===== config.mk =====
export PLATFORM = sky130hd
export DESIGN_NAME = ms_timer_bank
export DESIGN_NICKNAME = d
export VERILOG_FILES = /design/src/rtl/ms_timer_bank.sv
export SDC_FILE = /design/constraint.sdc
export NUM_CORES = 1
export LEC_CHECK = 0
export CELL_PAD_IN_SITES_DETAIL_PLACEMENT = 1
export CELL_PAD_IN_SITES_GLOBAL_PLACEMENT = 1
export CORE_ASPECT_RATIO = 0.8
export CORE_MARGIN = 1.5
export CORE_UTILIZATION = 38
export DETAILED_ROUTE_END_ITERATION = 8
export GPL_TIMING_DRIVEN = 0
export HOLD_SLACK_MARGIN = 0.03
export MAX_ROUTING_LAYER = met4
export PLACE_DENSITY = 0.91
export SLEW_MARGIN = 20
export SYNTH_ARGS = -nofsm -noshare
export SYNTH_HDL_FRONTEND = slang
export SYNTH_SLANG_ARGS = --single-unit

===== constraint.sdc =====
create_clock -name clk -period 3.6 [get_ports clk]
set_clock_uncertainty 0.15 [all_clocks]
set_input_delay 0.54 -clock clk [delete_from_list [all_inputs] [get_ports clk]]
set_output_delay 0.54 -clock clk [all_outputs]
set_load 0.02 [all_outputs]

===== src/rtl/ms_timer_bank.sv =====
// ms_timer_bank: multi-channel millisecond timer bank with integrated tick prescaler.
// Each channel counts up or down on prescaler ticks and supports clear, load,
// lap capture and a one-cycle expiry pulse on down-count terminal.
// Optional feature macro: MS_TIMER_AUTORELOAD_EN (periodic down-count reload);
// when undefined, a down-counting channel is one-shot and holds at zero.
module ms_timer_bank #(
  parameter int CLK_HZ  = 100_000_000,
  parameter int TICK_HZ = 1000,
  parameter int NUM_CH  = 2,
  parameter int WIDTH   = 32
) (
  input  logic                    clk,
  input  logic                    rst_n,
  input  logic [NUM_CH-1:0]       en,
  input  logic [NUM_CH-1:0]       clr,
  input  logic [NUM_CH-1:0]       mode,
  input  logic [NUM_CH-1:0]       load,
  input  logic [NUM_CH*WIDTH-1:0] load_val,
  input  logic [NUM_CH-1:0]       cap,
  output logic                    tick,
  output logic [NUM_CH*WIDTH-1:0] count,
  output logic [NUM_CH*WIDTH-1:0] lap,
  output logic [NUM_CH-1:0]       expired
);

  localparam int DIV = CLK_HZ / TICK_HZ;
  localparam int PW  = (DIV > 1) ? $clog2(DIV) : 1;
  localparam logic [PW-1:0] PRESC_LAST = PW'(DIV - 1);

  logic [PW-1:0] presc;

  // Prescaler walks 0..DIV-1; tick is the registered decode of the last value,
  // so the first tick lands DIV cycles after reset release.
  always_ff @(posedge clk) begin
    // NOTE: sequential state uses non-blocking assignments so every register
    // samples pre-edge values regardless of statement order.
    if (!rst_n) begin
      presc <= '0;
      tick  <= 1'b0;
    end else begin
      tick  <= (presc == PRESC_LAST);
      presc <= (presc == PRESC_LAST) ? '0 : presc + PW'(1);
    end
  end

  for (genvar i = 0; i < NUM_CH; i++) begin : g_ch
    logic [WIDTH-1:0] cnt_q;
    logic [WIDTH-1:0] lap_q;
    logic             exp_q;
    logic [WIDTH-1:0] reload_val;

    assign reload_val = load_val[i*WIDTH +: WIDTH];

    // Channel update: clr beats load beats tick-advance; lap capture runs in
    // parallel and always sees the count as it was before this edge.
    always_ff @(posedge clk) begin
      if (!rst_n) begin
        cnt_q <= '0;
        lap_q <= '0;
        exp_q <= 1'b0;
      end else begin
        exp_q <= 1'b0;
        if (cap[i]) lap_q <= cnt_q;
        if (clr[i]) begin
          cnt_q <= '0;
        end else if (load[i]) begin
          cnt_q <= reload_val;
        end else if (tick && en[i]) begin
          if (!mode[i]) begin
            cnt_q <= cnt_q + WIDTH'(1);
          end else if (cnt_q > WIDTH'(1)) begin
            cnt_q <= cnt_q - WIDTH'(1);
          end else if (cnt_q == WIDTH'(1)) begin
            exp_q <= 1'b1;
`ifdef MS_TIMER_AUTORELOAD_EN
            cnt_q <= reload_val;
`else
            cnt_q <= '0;
`endif
          end
        end
      end
    end

    assign count[i*WIDTH +: WIDTH] = cnt_q;
    assign lap[i*WIDTH +: WIDTH]   = lap_q;
    assign expired[i]              = exp_q;
  end

endmodule


==> metrics.txt <==
R2R depth=9; Vert. Die Dim=144 um; Worst Hold End=presc[0]; Setup CP Type=reg2reg; Synth Flop Type=dfxtp_1; relative slew slack=25.8%; clock transition at the registers of the reported paths=70 ps; asr flop ratio synth=0%; CTS Hold Buffers Added=0; total grt overflow=0; Via density=6.56; initial antenna violation count=1; Core ar.=24400 um^2; Syn Nets=1303; Max Clock Freq=0.280 GHz; number of placement rows=51; Post-Syn Area=9460 um^2; Syn Area/Cell=7.75 um^2; layout cell share with drive strength beyond 1=6.72%; EDFF count, synth=0; via count=11700; Max VDD drop=0.333 mV; RSZ-0062 raised after global routing=no; largest net degree at the start of global routing=17; reg2reg setup slack=20 ps; yosys warns=0; worst hold path type=reg2reg; clock network fraction of design power=40.1%; H-tree depth reported by CTS=4; starting density of the core=38.8%; CTS Buf Count=17; CTS tree=done; DP HPWL=34900 um; io pins=207; Total GRT Usage=37.2%; Critical Path Fanout Max=10; CP endpoint kind=flip-flop; setup TNS=0 ps; first-pass GRT wire length=71400 um; Nets=1529; period utilization=99.3%; commonest non-fill, non-tap cell in the layout=clkdlybuf4s50_1; Die ar.=25900 um^2; CP startpoint kind=flip-flop; die extent in x=179 um; worst hold slack=347 ps; hold path depth=1; non-filler cells, final=1778; most frequent cells in the layout=clkdlybuf4s50_1, dfxtp_1, clkbuf_1, nor2_1, nand2_1; CTS max path bufs=2; Period minus WS final=3580 ps; vias in the first global route=11700; Final Hold Vio Count=0; Final setup viols=0; FF-to-FF Start=g_ch[1].cnt_q[21]; area grow syn2layout=33.5%; DRT Pass-1 Iters=7; Synth cell types=79; register area share after synthesis=31.3%; CP required=3780 ps; worst skew pair latency=450 ps; Switch Pwr=1.52 mW; Port Buf Inserts=202; Least-Margin Pin Slew=1100 ps; CTS root buf=clkbuf_16; Routed WL per cell=26.8 um; power share of the combinational group=22.2%; Pint=3.08 mW; CP arrival=3750 ps; origin of the worst min-delay path=presc[0]; pre-CTS setup slack=-303 ps; Yosys reg bits=148; GPL Wtd Cong=0.997; Synth Instances=1220; LEAKAGE=4.32 nW; clock sink count=148; ANT nets after route=0; register share of total power=37.7%; Final Max Tran Viols=0; slack of the critical path=23.8 ps; placed cells=1741; Initial DRC Count=1391; outcome=complete, but fails checks; R2R Path End=g_ch[1].cnt_q[14]; Max Cap Viol=0; final wirelength=47700 um; failing checks=DRC; switch share=33.0%; # DRC=1; P per Cell Area=364 nW/um^2
[worst max-delay path, cell delays in order (launching register included)]
cell,delay (ps)
dfxtp_1,330
clkbuf_1,230
nor4_2,510
nand4_1,300
buf_2,300
o31ai_4,620
buf_2,430
o21ai_0,150
a221oi_1,350
nor2_1,80
[logic make-up (layout without fill, tap and decap cells)]
logic type | after synthesis | in the layout | share of synthesized area [%]
simple gates | 507 | 507 | 28.7
other cells | 0 | 1 | 0
buf+inv | 147 | 386 | 6.32
xor+xnor | 24 | 24 | 2.22
flops | 148 | 148 | 31.3
mux | 71 | 71 | 7.55
compound gates | 316 | 316 | 23.0
fa+ha+maj | 7 | 7 | 0.926
[power groups by stage]
| stage | sequential, mW | combinational (mW) | clock (mW) |
|---|---|---|---|
| finish | 1.73 | 1.02 | 1.84 |
| global route | 1.74 | 1.06 | 1.92 |
| CTS | 1.73 | 0.965 | 1.85 |
| detailed placement | 1.77 | 0.952 | 0 |
| global placement | 1.76 | 0.934 | 0 |
| floorplan | 1.80 | 0.496 | 0 |
[final cells by class]
class                   instances  area [um^2]
clock inverters                12          119
flip-flops and latches        148         2960
clock buffers                  20          467
diodes                          1         2.50
plain buffers                 122          513
inverters                      25         93.8
well taps                     318          398
repair buffers                207         2060
multi-input cells             925         6010
fillers                      2966        11700
[worst max-delay path by stage]
stage,startpoint,to,slack [ps],cells past startpoint
global route,g_ch[0].cnt_q[0],g_ch[0].cnt_q[1],10,9
CTS,g_ch[0].cnt_q[8],g_ch[0].cnt_q[6],-10,9
finish,g_ch[1].cnt_q[21],g_ch[1].cnt_q[14],20,9
detailed placement,mode[0],g_ch[0].cnt_q[26],-300,7
floorplan,g_ch[1].cnt_q[9],g_ch[1].cnt_q[15],690,9
global placement,g_ch[0].cnt_q[3],g_ch[0].cnt_q[26],-400,7
[state kept, by name, summed over array words and instances (netlist names)]
| signal | count |
|---|---|
| g_ch.exp_q | 2 |
| tick | 1 |
| g_ch.lap_q | 64 |
| g_ch.cnt_q | 64 |
| presc | 17 |
[per-layer routing]
metal,GRT usage [%],up-vias,part of all wire (%)
li1,-,5002,-
met1,48.3,5674,43
met2,54.1,832,42
met3,11.6,155,12
met4,14.3,0,3.4
met5,-,-,0
[repair_timing]
action / in CTS / in global routing
hold endpoints to repair: 0 / 0
pin swaps: 0 / 2
setup buffers: 0 / 4
resized for setup: 7 / 17
endpoints found under the setup margin: 39 / 49
[Yosys cell counts, drive strengths merged (5+ instances only)]
master	number	area [um^2]
clkbuf	96	362
o311ai	8	70.1
a32oi	6	52.6
a2111oi	6	58.8
o21ai	79	399
inv	25	93.8
buf	26	143
nand2	85	319
dfxtp	148	2960
and3	13	81.3
nand3	54	270
ha	7	87.6
a22o	5	43.8
or4	16	128
a211oi	11	92.6
nor2b	70	438
o41ai	6	60.1
mux2i	68	681
nand2b	7	43.8
o211ai	20	150
and2	14	87.6
and4	8	70.1
xor2	14	123
a211o	10	88.8
xnor2	10	87.6
a21o	5	37.5
nor2	90	338
o31ai	12	104
nand4	35	219
nor3	44	220
a221oi	6	52.6
nor3b	5	37.5
nor4	45	309
a31oi	28	175
a21oi	56	280
or3	11	68.8
o22ai	10	62.6
[per-stage QoR]
step / power (mW) / area, um^2 / utilization, %
after floorplan: 2.30 / 9460 / -
after global placement: 2.70 / 11900 / 48.7
after detailed placement: 2.72 / 11900 / 48.8
after CTS: 4.55 / 12500 / 51.3
after global routing: 4.72 / 12600 / 51.8
final: 4.60 / 12600 / 51.8
Power figures use the tool's default switching activity.
